==> config.mk <==
export PLATFORM = sky130hd
export DESIGN_NAME = in_service_control
export DESIGN_NICKNAME = d
export VERILOG_FILES = /design/src/rtl/in_service_control.sv
export SDC_FILE = /design/constraint.sdc
export NUM_CORES = 1
export LEC_CHECK = 0
export ABC_CLOCK_PERIOD_IN_PS = 2700
export CORE_AREA = 3 3 60 73
export CTS_CLUSTER_DIAMETER = 60
export DETAILED_ROUTE_END_ITERATION = 8
export DIE_AREA = 0 0 63 76
export PLACE_DENSITY_LB_ADDON = 0.05
export SLEW_MARGIN = 10
export SYNTH_ARGS = -nofsm -noshare
export SYNTH_HDL_FRONTEND = slang
export SYNTH_SLANG_ARGS = --single-unit
==> constraint.sdc <==
create_clock -name clk -period 2.7 [get_ports clk]
set_input_delay 0.405 -clock clk [delete_from_list [all_inputs] [get_ports clk]]
set_output_delay 0.405 -clock clk [all_outputs]
set_load 0.005 [all_outputs]
==> src/rtl/in_service_control.sv <==
// In-service stage of an 8259A-style PIC: owns the ISR, raises INT, runs the
// two-pulse INTA sequence, emits the vector and applies EOI / automatic EOI.
module in_service_control #(
  parameter logic [4:0] RESET_VECTOR_BASE = 5'h08,
  parameter logic       RESET_AEOI        = 1'b0
) (
  input  logic       clk,
  input  logic       rst,
  input  logic [7:0] irr_masked,
  input  logic [2:0] resolved_interrupt,
  input  logic       inta_pulse,
  input  logic       eoi_valid,
  input  logic       eoi_specific,
  input  logic [2:0] eoi_level,
  input  logic       icw_load,
  input  logic [4:0] vector_base,
  input  logic       aeoi_en,
  output logic       int_out,
  output logic [7:0] irr_clear,
  output logic [7:0] isr,
  output logic [7:0] data_out,
  output logic       data_out_en
);

  localparam logic [1:0] ST_IDLE   = 2'd0;
  localparam logic [1:0] ST_WAIT2  = 2'd1;
  localparam logic [1:0] ST_VECTOR = 2'd2;

  logic [1:0] state;
  logic [2:0] ack_id;
  logic       spurious;
  logic [4:0] vector_base_reg;
  logic       aeoi_reg;
  logic [3:0] top;
  logic       pending;
  logic [7:0] isr_set;
  logic [7:0] isr_clr;

  // top = index of the highest-priority (lowest-numbered) in-service bit, 8 if none
  always_comb begin
    top = 4'd8;
    for (int i = 7; i >= 0; i--) begin
      if (isr[i]) top = 4'(i);
    end
  end

  assign pending = (irr_masked != 8'h00) && ({1'b0, resolved_interrupt} < top);

  always_comb begin
    isr_set = 8'h00;
    isr_clr = 8'h00;
    if (state == ST_IDLE && inta_pulse && pending) isr_set[resolved_interrupt] = 1'b1;
    if (state == ST_VECTOR && aeoi_reg && !spurious) isr_clr[ack_id] = 1'b1;
    if (eoi_valid) begin
      if (eoi_specific) isr_clr[eoi_level] = 1'b1;
      else if (top != 4'd8) isr_clr[top[2:0]] = 1'b1;
    end
  end

  always_ff @(posedge clk) begin
    if (rst) begin
      state           <= ST_IDLE;
      ack_id          <= 3'd0;
      spurious        <= 1'b0;
      vector_base_reg <= RESET_VECTOR_BASE;
      aeoi_reg        <= RESET_AEOI;
      int_out         <= 1'b0;
      irr_clear       <= 8'h00;
      isr             <= 8'h00;
      data_out        <= 8'h00;
      data_out_en     <= 1'b0;
    end else begin
      // set is applied after clear so a set on the same bit wins
      isr         <= (isr & ~isr_clr) | isr_set;
      irr_clear   <= 8'h00;
      data_out_en <= 1'b0;
      if (icw_load) begin
        vector_base_reg <= vector_base;
        aeoi_reg        <= aeoi_en;
      end
      case (state)
        ST_IDLE: begin
          if (inta_pulse) begin
            state     <= ST_WAIT2;
            int_out   <= 1'b0;
            ack_id    <= pending ? resolved_interrupt : 3'd7;
            spurious  <= !pending;
            irr_clear <= isr_set;
          end else begin
            int_out <= pending;
          end
        end
        ST_WAIT2: begin
          int_out <= 1'b0;
          if (inta_pulse) begin
            state       <= ST_VECTOR;
            data_out    <= {vector_base_reg, ack_id};
            data_out_en <= 1'b1;
          end
        end
        ST_VECTOR: begin
          int_out <= 1'b0;
          state   <= ST_IDLE;
        end
        default: begin
          int_out <= 1'b0;
          state   <= ST_IDLE;
        end
      endcase
    end
  end

endmodule

==> flow_summary.toml <==
[setup_path]
crit_type = "reg -> reg"
critical_path.cell_chain = "or4_4 -> nand3_1 -> ha_1 -> o21a_1 -> o22ai_2 -> nand2_1 -> o21a_1 -> o41ai_2"
path_buf_inv = 0
worstPathRequired_ns = 2.90
crit_path_max_fanout = 9
startpoint_type = "register"
arrival_ns = 2.42
path_delay_family = "compound AO/OA/AOI/OAI gates"
reg2reg_from = "isr[7]"
crit_top_cell = "o21a_1"
critPathLaunch = "isr[7]"
cpPeakStageDelay_ns = 0.57
cp_slowest_cell = "or4_4"
cp-end-kind = "register"
worst-r2r-setup-slack_ns = 0.48
crit-reg2reg-capture = "isr[0]"
ff2ff_path_depth = 8

[yosys]
async_flop_share_pct = 0
synthesis.nets = 209
synth_compound_gate_area_share_pct = 14.6
synth_simple_gate_area_share_pct = 26.3
syn_area_um2 = 1640
yosysMostFrequentCell = "dfxtp_1"
synth_xor_area_share_pct = 0.533
syn_avg_cell_area_um2 = 9.08
netlist_top_cells_count = "38 x dfxtp_1, 37 x nor2_1, 14 x mux2i_1, 14 x nand2_1, 6 x o21ai_0"
yosysSeqAreaShare_pct = 46.3
synthMuxAreaShare_pct = 8.52
synth_top_family_by_area = "simple AND/OR/NAND/NOR gates"
synth_area_leader_cell = "dfxtp_1"
ys_seq_elements = 38
syn_inst = 181
synth_fa_ha_area_share_pct = 1.52
yosysWarnings = 0
synth_top_cells_by_area = "dfxtp_1 46%, mux2i_1 8.5%, nor2_1 8.4%"
synth_edf_count = 0
synthDistinctLibCells = 43
synth.top_cell.area_share_pct = 46.3
synth_ff_type = "dfxtp_1"

[global_route]
grt_start_max_net_pins = 19
grtUsageTotal_pct = 20.2
overflow = 0
busiest_layer = "met2"
grtUsageMet2_pct = 34.1
grt_pass1_vias = 1544
grt_use_met3_pct = 6.78
grt_use_met1_pct = 22.3
antenna_found_initial = 0
grt_first_pass_wirelength_mm = 7.66

[sta]
post-route-period-util_pct = 82.2
slew_violations = 0
finalSetupTns_ns = 0
worstMarginPinSlew_ns = 0.615
skew_ns = 0.00501
final.min_clock_period_ns = 2.22
finalHoldViolations = 0
fmax_mhz = 450
slew-limit-headroom_pct = 58.9
rsz0062_at_grt = "no"
setup_viol = 0
setup_slack_ns = 0.480

[drt]
viasPerCell = 5.51
drt_iter0_drc = 133
routed_wl_mm = 4.54
antenna_left = 0
num_vias = 1580
remaining_drc_errors = 0
drt_first_pass_iters = 4
routedWlPerCell_um = 15.8

[floorplan]
ios = 52
rows = 24
coreArea_um2 = 3690
die_height_um = 76
dieArea_um2 = 4790
fp.dieW_um = 63
start_util_pct = 44.5

[layout]
n_antenna_cell = 0
largestRegisters = "data_out: 8 flops, irr_clear: 8 flops, isr: 8 flops"
drive_gt1_share_pct = 5.96
area_growth_pct = 38.9
n_fill_cell = 340
final_nets = 263

[clocking]
cts_max_path_buffers = 2
h-tree-depth = 2
ctsResizeCount = 0
clock_sinks = 38
cts_setup_buffers = 0
clkTransAtPathRegs_ns = 0.07
hold_buffers = 0
cts-buffers-inserted = 5
clk_latency_ns = 0.30
cts_tree = "done"
root_buffer = "clkbuf_8"

[hold_path]
whs_path_depth = 2
hp-start = "spurious"
min_to = "spurious"
min_path_type = "reg -> reg"

[placement]
port_buffers = 51
place_hpwl_mm = 3.52
gp_congestion = 0.849
post-place-ws_ns = 0.313

[pwr]
ir_drop_mv = 0.440
p_total_mw = 1.18
powerDensity_nw_per_um2 = 516
power.leakage_nw = 0.903

[run]
drv_cap = 0

[outcome]
status = "finished, final reports clean"
kinds of logic after synthesis:
kind of cell	count (synthesis)
DFF	38
and+or+nand+nor	86
buffers and inverters	8
xor gates and xnor gates	1
AOI/OAI and AO/OA	32
adders and majority gates	2
muxes	14
routing by layer:
| layer | vias up | part of all wire, % |
|---|---|---|
| li1 | 768 | - |
| met1 | 713 | 39 |
| met2 | 83 | 50 |
| met3 | 16 | 7.7 |
| met4 | 0 | 3.7 |
| met5 | - | 0 |
tightest hold or removal path, delay by kind of cell (launching register included):
family	cells	cell delay [ns]
flip-flops	1	0.32
AO/OA/AOI/OAI	1	0.07
AND/OR/NAND/NOR	1	0.06
per-stage QoR:
step	std cells	hold WS (ns)	cell area [um^2]	util [%]
2_1_floorplan	181	0.441	1640	-
3_3_place_gp	280	0.454	2200	59.7
3_5_place_dp	280	0.477	2200	59.7
4_1_cts	287	0.485	2280	61.8
5_1_grt	287	0.514	2280	61.8
6_report	287	0.499	2280	61.8
cell type report:
| type | count | area, um^2 | area share, % |
|---|---|---|---|
| clock buffers | 5 | 68.8 | 3.01 |
| clock inverters | 2 | 10.0 | 0.438 |
| inverters | 2 | 7.51 | 0.329 |
| multi-input cells | 135 | 846 | 37.0 |
| flip-flops and latches | 38 | 761 | 33.3 |
| well taps | 52 | 65.1 | 2.85 |
| repair buffers | 53 | 526 | 23.0 |
power breakdown:
group / leakage (nW) / internal, mW / switching [mW]
sequential: 0.309 / 0.586 / 0.0250
combinational: 0.550 / 0.105 / 0.0960
clock: 0.0438 / 0.173 / 0.192
cells in the final DEF (no fill, tap or decap), types with 5 or more instances in the layout:
master / Yosys / routed
clkdlybuf4s50_1: 0 / 51
nand3_1: 5 / 5
o21ai_0: 6 / 6
nor2_1: 37 / 37
dfxtp_1: 38 / 38
nand2_1: 14 / 14
o22ai_1: 5 / 5
mux2i_1: 14 / 14
clkbuf_8: 0 / 5
how the worst max path moves through the flow:
stage                            to  slack, ns  cells after the start
final                        isr[0]       0.48                      8
after CTS                    isr[0]       0.49                      8
after floorplan           ack_id[0]       0.67                      9
after detailed placement     isr[0]       0.31                      7
after global routing         isr[1]       0.31                      9
after global placement    ack_id[0]       0.41                      7
No activity file was read; power rests on OpenSTA's default activity.
